### config.mk
export PLATFORM = sky130hd
export DESIGN_NAME = alu_exec_unit
export DESIGN_NICKNAME = d
export VERILOG_FILES = /design/src/rtl/alu_exec_unit.sv
export SDC_FILE = /design/constraint.sdc
export NUM_CORES = 1
export LEC_CHECK = 0
export ABC_AREA = 1
export BUFFER_PORTS_ARGS = -buffer_cell sky130_fd_sc_hd__buf_4
export CAP_MARGIN = 5
export CELL_PAD_IN_SITES_DETAIL_PLACEMENT = 2
export CELL_PAD_IN_SITES_GLOBAL_PLACEMENT = 2
export CORE_UTILIZATION = 34
export CTS_CLUSTER_DIAMETER = 200
export DETAILED_ROUTE_END_ITERATION = 7
export PLACE_DENSITY_LB_ADDON = 0.1
export REMOVE_ABC_BUFFERS = 1
export SLEW_MARGIN = 5
export SYNTH_ARGS = -nofsm -noshare
export SYNTH_HDL_FRONTEND = slang
export SYNTH_SLANG_ARGS = --single-unit
### constraint.sdc
create_clock -name clk -period 11.77 [get_ports clk]
set_clock_uncertainty 0.15 [all_clocks]
set_input_delay 0.5885 -clock clk [delete_from_list [all_inputs] [get_ports clk]]
set_output_delay 0.5885 -clock clk [all_outputs]
set_load 0.1 [all_outputs]
### src/rtl/alu_exec_unit.sv
// ALU execution unit: single-cycle logic/arithmetic ops plus iterative one-bit-per-cycle shifts,
// with a valid/ready handshake on both sides, synchronous flush and asynchronous reset.
module alu_exec_unit #(
    parameter int unsigned XLEN = 64
) (
    input  logic            clk,
    input  logic            rst,
    input  logic            flush,
    input  logic            in_valid,
    output logic            in_ready,
    input  logic [3:0]      alu_ctrl,
    input  logic [XLEN-1:0] src_a,
    input  logic [XLEN-1:0] src_b,
    output logic            out_valid,
    input  logic            out_ready,
    output logic [XLEN-1:0] result,
    output logic            zero,
    output logic            illegal
);

    localparam int unsigned SW = $clog2(XLEN);

    localparam logic [1:0] IDLE  = 2'd0;
    localparam logic [1:0] SHIFT = 2'd1;
    localparam logic [1:0] DONE  = 2'd2;

    localparam logic [3:0] OP_AND = 4'b0000;
    localparam logic [3:0] OP_OR  = 4'b0001;
    localparam logic [3:0] OP_ADD = 4'b0010;
    localparam logic [3:0] OP_SLL = 4'b0011;
    localparam logic [3:0] OP_SRL = 4'b0100;
    localparam logic [3:0] OP_SRA = 4'b0101;
    localparam logic [3:0] OP_SUB = 4'b0110;
    localparam logic [3:0] OP_SLT = 4'b0111;
    localparam logic [3:0] OP_NOR = 4'b1100;

    logic [1:0]      state_q, state_d;
    logic [3:0]      op_q, op_d;
    logic [SW-1:0]   cnt_q, cnt_d;
    logic [XLEN-1:0] work_q, work_d;
    logic [XLEN-1:0] result_q, result_d;
    logic            illegal_q, illegal_d;

    logic [SW-1:0]   shamt;
    logic [XLEN-1:0] shifted;
    logic            slt_bit;

    assign shamt   = src_b[SW-1:0];
    assign slt_bit = $signed(src_a) < $signed(src_b);

    always_comb begin
        case (op_q)
            OP_SLL:  shifted = {work_q[XLEN-2:0], 1'b0};
            OP_SRL:  shifted = {1'b0, work_q[XLEN-1:1]};
            default: shifted = {work_q[XLEN-1], work_q[XLEN-1:1]};
        endcase
    end

    always_comb begin
        state_d   = state_q;
        op_d      = op_q;
        cnt_d     = cnt_q;
        work_d    = work_q;
        result_d  = result_q;
        illegal_d = illegal_q;
        case (state_q)
            IDLE: begin
                if (!flush && in_valid) begin
                    op_d      = alu_ctrl;
                    illegal_d = 1'b0;
                    state_d   = DONE;
                    case (alu_ctrl)
                        OP_AND: result_d = src_a & src_b;
                        OP_OR:  result_d = src_a | src_b;
                        OP_ADD: result_d = src_a + src_b;
                        OP_SUB: result_d = src_a - src_b;
                        OP_SLT: result_d = {{(XLEN-1){1'b0}}, slt_bit};
                        OP_NOR: result_d = ~(src_a | src_b);
                        OP_SLL, OP_SRL, OP_SRA: begin
                            if (shamt == '0) begin
                                result_d = src_a;
                            end else begin
                                work_d  = src_a;
                                cnt_d   = shamt;
                                state_d = SHIFT;
                            end
                        end
                        default: begin
                            result_d  = '0;
                            illegal_d = 1'b1;
                        end
                    endcase
                end
            end
            SHIFT: begin
                if (flush) begin
                    state_d = IDLE;
                end else begin
                    work_d = shifted;
                    cnt_d  = cnt_q - SW'(1);
                    // Last step: publish the final shifted value together with entering DONE
                    if (cnt_q == SW'(1)) begin
                        result_d = shifted;
                        state_d  = DONE;
                    end
                end
            end
            DONE: begin
                if (flush || out_ready) begin
                    state_d = IDLE;
                end
            end
            default: state_d = IDLE;
        endcase
    end

    always_ff @(posedge clk or posedge rst) begin
        if (rst) begin
            state_q   <= IDLE;
            op_q      <= '0;
            cnt_q     <= '0;
            work_q    <= '0;
            result_q  <= '0;
            illegal_q <= 1'b0;
        end else begin
            state_q   <= state_d;
            op_q      <= op_d;
            cnt_q     <= cnt_d;
            work_q    <= work_d;
            result_q  <= result_d;
            illegal_q <= illegal_d;
        end
    end

    assign in_ready  = (state_q == IDLE);
    assign out_valid = (state_q == DONE);
    assign result    = result_q;
    assign zero      = (result_q == '0);
    assign illegal   = illegal_q;

endmodule
==> results.yml, run 1 <==
yosys:
  syn_avg_cell_area_um2: 5.39
  ys_seq_area_frac: 0.160
  ys_seq_elements: 141
  synth_top_area_cell: "nand2_1"
  synth_area_leaders: "nand2_1 22%, dfrtp_1 16%, inv_1 14%"
  ys_types: 43
  synthCells: 4082
  synth_top_area_frac: 0.223
  post-synth-top-count-cell: "nand2_1"
  ys_top_cells_by_count: "1308 x nand2_1, 800 x inv_1, 430 x nor2_1"
  async_flop_share: 1.00
  synth_edf_count: 0
  yosys_most_used_dff: "dfrtp_1"
  yosysWarningCount: 0
  netlist_area_um2: 22000
sta:
  rsz0062_at_grt: "no"
  finalHoldViolCount: 0
  drv_slew: 0
  min_period_over_period: 0.336
  min_period_ns: 3.96
  fmax_ghz: 0.253
  timing_worst_slew_pin_value_ns: 1.23
  fin_ws_ns: 7.81
  setup_viol: 0
  fin_tns_setup_ns: 0
  max_slew_margin: 0.179
worst_setup_path:
  path_max_fanout: 3
  slowest_delay_ns: 0.79
  slowest_stage: "nor4_1"
  cp_num_buf_inv: 1
  critPathArrivalTime_ns: 3.22
  worstPathCellList: "nor4_1 -> nand4_1 -> nor4_1 -> buf_4"
  crit_path_end_kind: "output pin"
  worstPathRequired_ns: 11.03
  criticalPathCategory: "reg2out"
  start_kind: "flip-flop"
  cp_top_family: "simple AND/OR/NAND/NOR gates"
  cp_common_cell: "nor4_1"
clock_network:
  cts_tree: "done"
  clk_transition_reported_paths_ns: 0.08
  clk_root_buffer_cell: "clkbuf_16"
  hold_buffers: 0
  post-cts-setup-buffer-count: 0
  numCtsBuffers: 17
  clock_sinks: 141
  cts_max_level: 4
  clk_latency_ns: 0.51
  post_cts_resize_count: 0
  clockBufferDepth: 2
die:
  io-pin-count: 205
  core_area_um2: 63500
  dieArea_um2: 65700
  start_util: 0.346
  die_y_um: 256
  die_w_um: 256
  rows: 92
power:
  internal-power_w: 0.00170
  ir_worst_vdd_mv: 0.125
  clkPwrFrac: 0.139
  p_sw_frac: 0.618
  power.total_w: 0.00445
  power_frac_seq: 0.212
  powerDensity_nw_per_um2: 180
  pwr-share-comb: 0.650
  power.switching_w: 0.00275
  p_leak_nw: 14.2
placed_design:
  dpl.hpwl_um: 103000
  placed_cells: 5010
  io_buffers: 204
  dp_slack_ns: 7.70
  routabilityCongestion: 1.02
cells_and_area:
  drive_gt1_frac: 0.0682
  finalNetCount: 4518
  syn_to_final_growth_pct: 12.6
  num_antenna_cells: 0
  fin_cells: 5041
job:
  drv_cap: 0
drt:
  drt_pass1_iterations: 5
  remaining_drc_errors: 0
  post_drt_wl_per_cell_um: 25.0
  ant_nets: 0
  viasPerCell: 5.55
  drt-initial-drc-count: 1850
  drt_wl_total_um: 126000
  vias: 27991
global_routing:
  grt_antenna_before_repair: 1
  grt_pass1_vias: 29704
  grt.total_usage: 0.378
  grt_overflow: 0
  grt_max_degree: 88
  grt_pass1_wl_um: 187000
min_path:
  hp-class: "in2async"
status:
  outcome: "completed"
-- cell usage in the layout (no fill, tap or decap), drive strengths merged, types with 20 or more instances in the layout --
cell type	netlist	routed
a221oi	59	59
nand4	28	28
o21ai	277	277
nor3	27	27
a21oi	243	243
a31oi	20	20
nor2	433	433
o22ai	36	36
buf	59	225
nand3	298	298
ha	196	196
dfrtp	141	141
nand2	1308	1308
nor4	20	20
inv	808	812
-- metal layers --
metal  wire length (um)  GRT usage  up-vias
met1              53200      0.456    14064
met5                 10          0        -
met4               6630      0.192        2
li1                   -          -    12928
met3               6020     0.0541      257
met2              60000      0.652      740
-- stage by stage --
stage	hold slack, ns	area [um2]	util
floorplan	0.298	21400	-
finish	0.0197	24800	0.390
global route	0.110	24800	0.390
detailed placement	0.330	24200	0.380
global placement	0.313	24200	0.380
CTS	0.0763	24800	0.390
-- layout make-up --
type,count,area (um2)
well taps,846,1060
clock buffers,18,429
fillers,8510,38800
inverters,810,3050
repair buffers,225,1690
multi-input cells,2988,14800
clock inverters,13,165
flip-flops and latches,141,3530
-- state kept, by name, indices dropped and copies added (netlist names) --
| register | cells |
|---|---|
| result | 64 |
| work_q | 64 |
| cnt_q | 6 |
| op_q | 4 |
| state_q | 2 |
| illegal | 1 |
-- worst paths after layout --
kind	start	to	slack (ns)	depth (start not counted)
worst max register to register	state_q[0]	result[14]	7.86	10
max in group asynchronous	rst	result[51]	9.93	3
worst min register to register	illegal	illegal	0.35	2
min in group clk	out_ready	state_q[1]	0.21	4
worst min-delay path	rst	cnt_q[2]	0.02	2
worst max-delay path	result[23]	zero	7.81	4
-- power groups by stage --
stage | clock network, W | registers, W | logic [W]
floorplan | 0 | 0.00167 | 0.00113
global placement | 0 | 0.000934 | 0.00278
detailed placement | 0 | 0.000947 | 0.00285
CTS | 0.000625 | 0.000942 | 0.00287
global route | 0.000629 | 0.000968 | 0.00307
finish | 0.000616 | 0.000943 | 0.00289
-- kinds of logic (layout without fill, tap and decap cells) --
kind of cell	Yosys count	in the layout	share of synthesized area
and+or+nand+nor	2124	2124	0.390
adders and majority gates	198	198	0.113
buffers and inverters	953	1066	0.167
AOI/OAI and AO/OA	665	665	0.169
DFF	141	141	0.160
xor gates and xnor gates	1	1	0.000398
No activity file was read; power rests on OpenSTA's default activity.
==> inputs of run 2 (changes only) <==
--- a/config.mk
+++ b/config.mk
@@ -5,12 +5,12 @@
 export SDC_FILE = /design/constraint.sdc
 export NUM_CORES = 1
 export LEC_CHECK = 0
-export ABC_AREA = 1
+export ABC_AREA = 0
 export BUFFER_PORTS_ARGS = -buffer_cell sky130_fd_sc_hd__buf_4
 export CAP_MARGIN = 5
 export CELL_PAD_IN_SITES_DETAIL_PLACEMENT = 2
 export CELL_PAD_IN_SITES_GLOBAL_PLACEMENT = 2
-export CORE_UTILIZATION = 34
+export CORE_UTILIZATION = 35
 export CTS_CLUSTER_DIAMETER = 200
 export DETAILED_ROUTE_END_ITERATION = 7
 export PLACE_DENSITY_LB_ADDON = 0.1
==> constraint.sdc (replaced) <==
create_clock -name clk -period 4.1 [get_ports clk]
set_clock_uncertainty 0.15 [all_clocks]
set_input_delay 0.205 -clock clk [delete_from_list [all_inputs] [get_ports clk]]
set_output_delay 0.205 -clock clk [all_outputs]
set_load 0.1 [all_outputs]
==> results.yml, run 2 <==
drt:
  drt_pass1_iterations: 5
  vias: 22775
  ant_nets: 0
  wl_met3_um: 4460
  remaining_drc_errors: 0
  highest_layer: "met5"
  wl_met1_um: 46200
  met2_length_um: 47500
  post_drt_wl_per_cell_um: 27.7
  viasPerCell: 6.26
  drt_wl_total_um: 101000
  drt-initial-drc-count: 1639
worst_setup_path:
  cp_common_cell: "buf_4"
  slowest_delay_ns: 0.54
  worstPathCellList: "dlygate4sd3_1 -> buf_4 -> inv_1 -> ha_1 -> buf_4 -> nand3_1 -> a21oi_1 -> nor4b_1 -> o311a_1 -> a21o_1 -> o31ai_4 -> a41oi_2 -> o21ai_2 -> a2111oi_0 -> nor2_1 -> a221o_1"
  slowest_stage: "dlygate4sd3_1"
  criticalPathCategory: "in2reg"
  critPathArrivalTime_ns: 4.21
  crit_path_end_kind: "flip-flop"
  path_max_fanout: 11
  start_kind: "primary input"
  worstPathRequired_ns: 4.33
clock_network:
  clk_root_buffer_cell: "clkbuf_16"
  cts_max_level: 4
  clk_latency_ns: 0.50
  cts_tree: "done"
  clock_sinks: 141
  clk_transition_reported_paths_ns: 0.07
  numCtsBuffers: 17
  clockBufferDepth: 2
sta:
  rsz0062_at_grt: "no"
  fmax_ghz: 0.251
  drv_slew: 0
  min_period_ns: 3.98
  fin_tns_setup_ns: 0
  max_slew_margin: 0.310
  min_period_over_period: 0.970
  finalHoldViolCount: 0
  timing_worst_slew_pin_value_ns: 1.03
  setup_viol: 0
cells_and_area:
  drive_gt1_frac: 0.179
  fin_cells: 3636
  utilization: 0.443
  syn_to_final_growth_pct: 25.2
  finalNetCount: 3271
  final_cell_mix: "390 x nand2_1, 373 x buf_4, 273 x a21oi_1"
  final_common_cell: "nand2_1"
min_path:
  hp-class: "in2reg"
yosys:
  syn_avg_cell_area_um2: 7.03
  ys_types: 102
  synthXorXnorAreaFrac: 0.00990
  netlist_area_um2: 18600
  post-synth-top-count-cell: "nand2_1"
  ys_seq_elements: 141
  muxShareOfSynthArea: 0.00956
  synth_fa_ha_area_frac: 0.134
  async_flop_share: 1.00
  ys_top_cells_by_count: "392 x nand2_1, 279 x a21oi_1, 265 x o21ai_0"
  yosys_most_used_dff: "dfrtp_1"
  ys_seq_area_frac: 0.190
  synth_top_area_cell: "dfrtp_1"
  synth_top_area_frac: 0.190
  yosysWarningCount: 0
  synthSimpleGateAreaFrac: 0.219
  synth_edf_count: 0
  synthCells: 2642
  synth_top_family_by_area: "compound AO/OA/AOI/OAI gates"
  synth_compound_area_frac: 0.359
  synth_area_leaders: "dfrtp_1 19%, ha_1 13%, nand2_1 7.9%"
power:
  powerDensity_nw_per_um2: 469
  ir_worst_vdd_mv: 0.481
  power.total_w: 0.0109
  p_leak_nw: 10.4
placed_design:
  placed_cells: 3525
  dpl.hpwl_um: 75300
  io_buffers: 204
  routabilityCongestion: 0.939
global_routing:
  grt.total_usage: 0.369
  grt_pass1_wl_um: 152000
  grt_pass1_vias: 24572
  grt_max_degree: 107
  grt_overflow: 0
  grt_antenna_before_repair: 2
die:
  dieArea_um2: 54000
  io-pin-count: 205
  die_w_um: 232
  start_util: 0.354
  die_y_um: 232
  core_area_um2: 52600
  rows: 84
status:
  outcome: "completed"
job:
  drv_cap: 0
## run 2: cell types whose count changed after synthesis, moves of 23 or more
cell	delta
o31ai_1	+24
nor3_1	+23
clkbuf_1	+54
inv_1	-604
nor2_1	-242
a21o_1	+25
a221o_1	+43
nand2_1	-916
a21oi_1	+37
nand3_1	-206
buf_2	-28
## run 2: final cells by class
cell class	instances	area (um2)
clock buffer	20	467
inverter	198	748
sequential	141	3530
fill	6223	29300
tap	688	861
clock inverter	10	90.1
antenna	1	2.50
timing repair buffer	456	3710
multi-input combinational	2122	13900
## run 2: kinds of logic after synthesis
family / after synthesis
AND/OR/NAND/NOR: 895
flip-flops: 141
AO/OA/AOI/OAI: 991
XOR/XNOR: 21
buffers and inverters: 379
adder cells (fa/ha/maj): 198
multiplexers: 17
## run 2: per-stage QoR
stage / hold slack [ns] / area [um2] / setup slack (ns)
floorplan: 0.197 / 17900 / -2.40
global placement: 0.265 / 21700 / -0.0703
detailed placement: 0.267 / 21700 / -0.118
CTS: 0.0163 / 23000 / 0.00133
global route: 0.0623 / 23300 / 0.00238
finish: 0.0411 / 23300 / 0.123
## run 2: repair_timing
action                     CTS  global route
buffers inserted             0             5
hold endpoints to repair   154             0
hold buffers                76             0
resized for setup            0            38
setup endpoints to repair    0            17
## run 2: power by group
part	switching (W)	total [W]	internal [W]	leakage, nW
registers	0.000763	0.00280	0.00204	1.77
clock network	0.000734	0.00161	0.000872	0.270
logic	0.00475	0.00651	0.00176	8.33
## run 2: final timing paths
path                            start          to  slack (ns)  cells past startpoint
min reg2reg                work_q[31]  work_q[31]        0.37                      2
min                         src_a[24]  result[24]        0.04                      5
min in group asynchronous         rst     illegal        0.26                      3
max reg2reg                   op_q[3]  work_q[18]        0.80                      8
max                         src_a[16]  result[62]        0.12                     16
max in group asynchronous         rst  result[33]        2.53                      4
## run 2: per-layer routing
layer / GRT usage / vias to the layer above
met1: 0.496 / 11787
met2: 0.613 / 687
li1: - / 10162
met4: 0.112 / 2
met5: 0 / -
met3: 0.0414 / 137
## run 2: worst max-delay path, delay by kind of cell
kind | cells | cell delay, ns
compound gates | 8 | 2.02
buf+inv | 4 | 0.92
simple gates | 3 | 0.75
fa+ha+maj | 1 | 0.32
